===== src/rtl/tof_counter_if.sv =====
// Result/handshake bundle between the time-of-flight counter and its control/downstream logic.
// master is the counter side, slave is the start source and result consumer.
interface tof_counter_if #(
  parameter int CNT_W = 16
) ();
  logic             start_pulse;
  logic             echo_in;
  logic             result_ack;
  logic [CNT_W-1:0] result;
  logic             result_valid;
  logic             timeout;
  logic             busy;
  logic             start_miss;

  modport master (
    input  start_pulse, echo_in, result_ack,
    output result, result_valid, timeout, busy, start_miss
  );

  modport slave (
    output start_pulse, echo_in, result_ack,
    input  result, result_valid, timeout, busy, start_miss
  );
endinterface


===== src/rtl/tof_counter.sv =====
// Time-of-flight counter: counts clk cycles from start to the first synchronized echo rising edge,
// with a blanking window after start and a timeout at MAX_COUNT.
module tof_counter #(
  parameter int CNT_W        = 16,
  parameter int BLANK_CYCLES = 8,
  parameter int MAX_COUNT    = 65535
) (
  input logic           clk,
  input logic           rst,
  tof_counter_if.master bus
);
  typedef enum logic [1:0] {IDLE, BLANK, MEASURE, HOLD} state_t;

  localparam logic [CNT_W-1:0] BLANK_LIM = CNT_W'(BLANK_CYCLES);
  localparam logic [CNT_W-1:0] MAX_LIM   = CNT_W'(MAX_COUNT);

  state_t           state, state_next;
  logic [CNT_W-1:0] cnt, cnt_next, cnt_inc;
  logic [CNT_W-1:0] result_q, result_next;
  logic             timeout_q, timeout_next;
  logic             valid_q, valid_next;
  logic             busy_q, busy_next;
  logic             miss_q, miss_next;
  logic             echo_s1, echo_s2, echo_s3;
  logic             rise;

  always_ff @(posedge clk) begin
    if (rst) begin
      state     <= IDLE;
      cnt       <= '0;
      result_q  <= '0;
      timeout_q <= 1'b0;
      valid_q   <= 1'b0;
      busy_q    <= 1'b0;
      miss_q    <= 1'b0;
      echo_s1   <= 1'b0;
      echo_s2   <= 1'b0;
      echo_s3   <= 1'b0;
    end else begin
      state     <= state_next;
      cnt       <= cnt_next;
      result_q  <= result_next;
      timeout_q <= timeout_next;
      valid_q   <= valid_next;
      busy_q    <= busy_next;
      miss_q    <= miss_next;
      echo_s1   <= bus.echo_in;
      echo_s2   <= echo_s1;
      echo_s3   <= echo_s2;
    end
  end

  assign rise    = echo_s2 & ~echo_s3;
  assign cnt_inc = cnt + 1'b1;

  always_comb begin
    state_next   = state;
    cnt_next     = cnt;
    result_next  = result_q;
    timeout_next = timeout_q;
    valid_next   = valid_q;
    miss_next    = bus.start_pulse && (state != IDLE);
    case (state)
      IDLE: begin
        if (bus.start_pulse) begin
          cnt_next = '0;
          if (BLANK_CYCLES == 0) state_next = MEASURE;
          else                   state_next = BLANK;
        end
      end
      BLANK: begin
        cnt_next = cnt_inc;
        if (cnt_inc == BLANK_LIM) state_next = MEASURE;
      end
      MEASURE: begin
        // Echo is checked before the limit so a coincident edge still reports a real return
        if (rise) begin
          result_next  = cnt;
          timeout_next = 1'b0;
          valid_next   = 1'b1;
          state_next   = HOLD;
        end else if (cnt == MAX_LIM) begin
          result_next  = MAX_LIM;
          timeout_next = 1'b1;
          valid_next   = 1'b1;
          state_next   = HOLD;
        end else begin
          cnt_next = cnt_inc;
        end
      end
      HOLD: begin
        if (bus.result_ack) begin
          valid_next = 1'b0;
          state_next = IDLE;
        end
      end
      default: state_next = IDLE;
    endcase
    busy_next = (state_next == BLANK) || (state_next == MEASURE);
  end

  assign bus.result       = result_q;
  assign bus.result_valid = valid_q;
  assign bus.timeout      = timeout_q;
  assign bus.busy         = busy_q;
  assign bus.start_miss   = miss_q;
endmodule


===== src/flat_wrapper.sv =====
// flat-port wrapper written by rule: the top's interface ports become plain ports
module tof_counter_flat 
#(
  parameter int CNT_W        = 16,
  parameter int BLANK_CYCLES = 8,
  parameter int MAX_COUNT    = 65535
)
  (clk, rst, bus_start_pulse, bus_echo_in, bus_result_ack, bus_result, bus_result_valid, bus_timeout, bus_busy, bus_start_miss);
  tof_counter_if #(.CNT_W(CNT_W)) bus_i ();
  input logic clk;
  input logic rst;
  input wire logic [$bits(bus_i.start_pulse)-1:0] bus_start_pulse;
  input wire logic [$bits(bus_i.echo_in)-1:0] bus_echo_in;
  input wire logic [$bits(bus_i.result_ack)-1:0] bus_result_ack;
  output wire logic [$bits(bus_i.result)-1:0] bus_result;
  output wire logic [$bits(bus_i.result_valid)-1:0] bus_result_valid;
  output wire logic [$bits(bus_i.timeout)-1:0] bus_timeout;
  output wire logic [$bits(bus_i.busy)-1:0] bus_busy;
  output wire logic [$bits(bus_i.start_miss)-1:0] bus_start_miss;
  assign bus_i.start_pulse = bus_start_pulse;
  assign bus_i.echo_in = bus_echo_in;
  assign bus_i.result_ack = bus_result_ack;
  assign bus_result = bus_i.result;
  assign bus_result_valid = bus_i.result_valid;
  assign bus_timeout = bus_i.timeout;
  assign bus_busy = bus_i.busy;
  assign bus_start_miss = bus_i.start_miss;
  tof_counter #(.CNT_W(CNT_W), .BLANK_CYCLES(BLANK_CYCLES), .MAX_COUNT(MAX_COUNT)) u_core (.clk(clk), .rst(rst), .bus(bus_i));
endmodule

===== config.mk =====
export PLATFORM = sky130hd
export DESIGN_NAME = tof_counter_flat
export DESIGN_NICKNAME = d
export VERILOG_FILES = /design/src/rtl/tof_counter_if.sv /design/src/rtl/tof_counter.sv /design/src/flat_wrapper.sv
export SDC_FILE = /design/constraint.sdc
export NUM_CORES = 1
export LEC_CHECK = 0
export ABC_AREA = 1
export CAP_MARGIN = 30
export CORE_UTILIZATION = 59
export DETAILED_ROUTE_END_ITERATION = 7
export PLACE_DENSITY = 0.91
export SYNTH_ARGS = -nofsm -noshare
export SYNTH_HDL_FRONTEND = slang
export SYNTH_SLANG_ARGS = --single-unit

===== constraint.sdc =====
create_clock -name clk -period 3.22 [get_ports clk]
set_clock_uncertainty 0.2 [all_clocks]
set_input_delay 0.483 -clock clk [delete_from_list [all_inputs] [get_ports clk]]
set_output_delay 0.483 -clock clk [all_outputs]
set_load 0.005 [all_outputs]

Word level (Yosys, flattened, before mapping)
Index checks and enable logic that the tools add are counted.
- register bits after elaboration: 41
- output and inout port bits: 20
- add/sub/neg operators: 1
- equal/unequal tests: 12
- muxes and demuxes: 17
- bitwise gates (word level): 2
- reduce and logical (&&, ||, !) cells: 10
- operators by type and width (kind ; number):
    16-bit 2-to-1 mux ; 5
    16-bit one-hot mux with 3 select lines ; 1
    16-bit by 1-bit adder with 16-bit output, second input constant ; 1
    16-bit == test, second input constant ; 1
    16-bit by 4-bit == test with 1-bit output, second input constant ; 1
    2-bit 2-to-1 mux ; 5
    2-bit inequality test, second input constant ; 4
    2-bit one-hot mux with 4 select lines ; 1
    2-bit == test, second input constant ; 3
    2-bit nonzero test ; 3
    2-bit by 1-bit == test with 1-bit output, second input constant ; 2
    1-bit 2-to-1 mux ; 4
    4-bit AND reduction ; 1
    3-bit by 1-bit inequality test with 1-bit output, second input constant ; 1
    3-bit AND reduction ; 1
    3-bit nonzero test ; 1
    2-bit logical NOT ; 1
    1-bit one-hot mux with 2 select lines ; 1
    2-bit AND reduction ; 1
    1-bit bitwise AND ; 1
    1-bit logical AND ; 1
    1-bit logical OR ; 1
    1-bit NOT ; 1

Depth between registers and ports, before layout
- depth after elaboration: 6
- gate-level depth with buffers: 18
- depth with buffers taken out: 18

Least setup slack after synthesis
OpenSTA, ideal clock, no wires.
- kind: register to register
- start: reg u_core.cnt[0]
- end: reg u_core.cnt[8]
- setup time: 129 ps
- arrival: 1758 ps
- data required time: 2891 ps
- path slack: 1134 ps
- cell stages (with the launch flop): 14
- path buffers: 1
- period minus slack after synthesis: 2086 ps
- cell sequence: dfxtp_1 -> ha_1 -> nand3_2 -> nor2_4 -> nand2_2 -> nor4_2 -> nand2_1 -> nand2_4 -> inv_4 -> nand3_1 -> inv_2 -> buf_6 -> a22oi_2 -> nor2_1
- longest elaborated chain between the ends: 4
- elaborated cells between the ends (all ways): 7
- classes of those cells: add/sub: 1; eq/ne: 2; mux: 3; reduce/logical: 1
- RTL lines (item ; line ; source):
    start: declaration ; tof_counter.sv:18 ; logic [CNT_W-1:0] cnt, cnt_next, cnt_inc;
    start signal: assignment ; tof_counter.sv:41 ; cnt <= cnt_next;
    16-bit by 1-bit adder with 16-bit output ; tof_counter.sv:54 ; assign cnt_inc = cnt + 1'b1;
    16-bit 2-to-1 mux ; tof_counter.sv:82 ; end else if (cnt == MAX_LIM) begin
    16-bit 2-to-1 mux ; tof_counter.sv:77 ; if (rise) begin
    16-bit one-hot mux with 3 select lines ; tof_counter.sv:63 ; case (state)
Parallel ways exist; a longest one is shown, timed or not. The select of a mux whose other input is x is not followed.
A chain may end at the register's enable or synchronous reset.

Worst setup path in the final report
- start: reg u_core.cnt[0]
- end: reg u_core.cnt[15]
The elaborated chain is that of the path after synthesis.

==> flow_summary.ini <==
[synth]
synth-seq-area-share = 0.4015
post_synth.cell_area_avg_um2 = 7.434
leading_register_cell_type_out_of_synthesis = dfxtp_1
yosys-top-cells-count = 71 x nand2_1, 41 x dfxtp_1, 38 x inv_1
async_reset_ff_frac = 0
ys_seq_elements = 41
post_synth_instance_area_mm2 = 0.002044
post_synth_inst_count = 275
synth_nets = 285
yosys_warnings = 0
synth_enable_flop_cells = 0
synth.area.top_cells = dfxtp_1 40%, nand2_1 13%, inv_1 7.0%, o221ai_1 6.9%, nor2_1 4.8%
netlist.top_cell.by_area = dfxtp_1
yosys.area.top_type_share = 0.4015
post-synth-top-count-cell = nand2_1
distinct_cell_type_count_of_the_synthesized_netlist = 35

[job]
max_cap_violation_count = 0

[pwr]
power-per-cell-area_mw_per_mm2 = 396.9
p_total_w = 0.0009431
max-vdd-ir-drop_mv = 0.2719
power_leakage_nw = 0.9939

[setup_path]
timing.critical_path.arrival_ns = 2.54
critical_path_peak_fanout = 19
endpoint_kind = flip-flop
crit_type = reg -> reg
crit-reg2reg-launch = u_core.cnt[0]
crit_required_ns = 3.27
critPathLaunch = u_core.cnt[0]
critPathLaunchType = flip-flop

[grt]
maximum_number_of_pins_on_one_net_before_global_route_repair = 22
grt_pass1_vias = 1506
first_pass_grt_wire_length_um = 6851
gr-usage-all-layers = 0.2555
number_of_antenna_violations_at_the_first_check_in_global_routing = 0
global_route.overflow_total = 0

[floorplan]
ios = 25
core_mm2 = 0.003337
initial_core_util = 0.6127
core.rowCount = 21
die_outline_area_mm2 = 0.003705
fp.dieH_um = 60.87
fp.dieW_um = 60.87

[timing]
timing.slew.headroom = 0.6136
finalCriticalPeriod_ns = 2.483
max_slew.worst_pin.slew_ns = 0.5782
tcrit_tclk_final = 0.7713
final-hold-violation-count = 0
grt_setup_unrepaired = false
maxSlewViolCount = 0
fin_tns_setup_ns = 0
fmaxAchievable_mhz = 402.7
setup_failing_eps_final = 0
setup_ws_ns = 0.7365

[worst_hold_path]
timing.hold.worst.class = reg -> reg
hold_path.startpoint = u_core.echo_s1

[clocking]
clkLatencyLatePin_ns = 0.35
cts.root.buffer_cell = clkbuf_4
cts.clk_slew.worst_paths_ns = 0.12
setup_bufs_post_cts = 0
cts-buffers-inserted = 5
cts_buffer_depth = 2
cts_resized = 0
clock-sinks = 41
cts_tree = done
post_cts_hold_buffer_count = 0
cts.htree.levels = 2

[layout]
syn_to_final_growth_pct = 16.22
n_fill_cell = 274
final_net_count = 307
drive_gt1_frac = 0.08054
antenna-diode-count = 0

[drt]
total_wire_length_um = 4241
vias = 1828
first_iter_violations = 116
drc_errors = 0
route.detailed.vias_per_inst = 5.314
drt-pass1-iter-count = 4
drt-wirelength-per-cell_um = 12.33
final_antenna_net_count = 0

[placed_design]
dp_worst_setup_slack_ns = 0.8093
portbufs = 24
dp_hpwl_um = 3051
finalWeightedCongestion = 0.8551

[status]
outcome = finished, final reports clean
## cell usage in the layout (no fill, tap or decap), types with 2 or more instances in the layout
master,Yosys,routed
nor2_4,2,2
a22oi_1,3,3
inv_1,38,38
o221ai_1,16,16
nand4_1,8,8
nor2_1,26,26
dfxtp_1,41,41
nand2_1,71,71
nand3_1,11,11
o21ai_0,5,5
clkbuf_4,0,5
a21oi_1,14,14
nand3b_1,3,3
clkdlybuf4s50_1,0,24
o21bai_1,2,2
ha_1,5,5
a21oi_2,3,3
nand2_2,2,2
## per-layer routing
layer / vias to the layer above / wire (um) / part of all wire / GRT usage
met4: 0 / 67 / 0.016 / 0.08766
met2: 60 / 1894 / 0.45 / 0.3783
met1: 807 / 2021 / 0.48 / 0.3603
met5: - / 0 / 0 / 0
li1: 952 / - / - / -
met3: 9 / 258 / 0.061 / 0.06823
## stage by stage
stage	cells	instance area [um^2]	utilization	hold WS, ns
2_1_floorplan	275	2044	-	0.1883
5_1_grt	344	2376	0.7120	0.2703
3_5_place_dp	336	2291	0.6865	0.2103
3_3_place_gp	336	2291	0.6865	0.1894
4_1_cts	344	2376	0.7120	0.2291
6_report	344	2376	0.7120	0.2281
## sequential cells by signal, indices dropped and copies added (netlist names)
signal	count
u_core.state	2
u_core.bus.result_valid	1
u_core.echo_s2	1
u_core.bus.start_miss	1
u_core.echo_s3	1
u_core.bus.busy	1
u_core.bus.timeout	1
u_core.cnt	16
u_core.bus.result	16
u_core.echo_s1	1
## area by class of cell
cell class	instances	area, um^2	share of cell area
Clock buffer	7	55.05	0.02317
Clock inverter	1	30.03	0.01264
Inverter	40	152.6	0.06424
Multi-Input combinational cell	184	1012	0.4260
Sequential cell	41	820.8	0.3454
Tap cell	46	57.56	0.02422
Timing Repair Buffer	25	247.7	0.1043
## power by group
part | internal (W) | switching [W]
combinational | 0.0000256 | 0.0000453
sequential | 0.000515 | 0.00000698
clock | 0.000185 | 0.000165
## worst max-delay path: stages (launching register included)
cell	delay (ns)
dfxtp_1	0.43
ha_1	0.25
nand3_2	0.14
nor2_4	0.19
nand2_2	0.08
nor4_2	0.13
nand2_1	0.12
nand2_4	0.20
inv_4	0.07
o211ai_4	0.21
inv_1	0.17
nand3_1	0.13
a21oi_2	0.06
## kinds of logic after synthesis
family,Yosys count,share of synthesized area
buffers and inverters,50,0.1034
and+or+nand+nor,130,0.2858
adders and majority gates,5,0.03060
xor gates and xnor gates,2,0.008569
DFF,41,0.4015
AOI/OAI and AO/OA,47,0.1701
## worst paths after layout
| path | end | slack, ns | depth (start not counted) |
|---|---|---|---|
| setup / recovery | u_core.cnt[15] | 0.74 | 12 |
| hold reg to reg | u_core.echo_s2 | 0.23 | 2 |
| setup reg to reg | u_core.cnt[15] | 0.74 | 12 |
| hold / removal | u_core.echo_s2 | 0.23 | 2 |
Power figures use the tool's default switching activity.
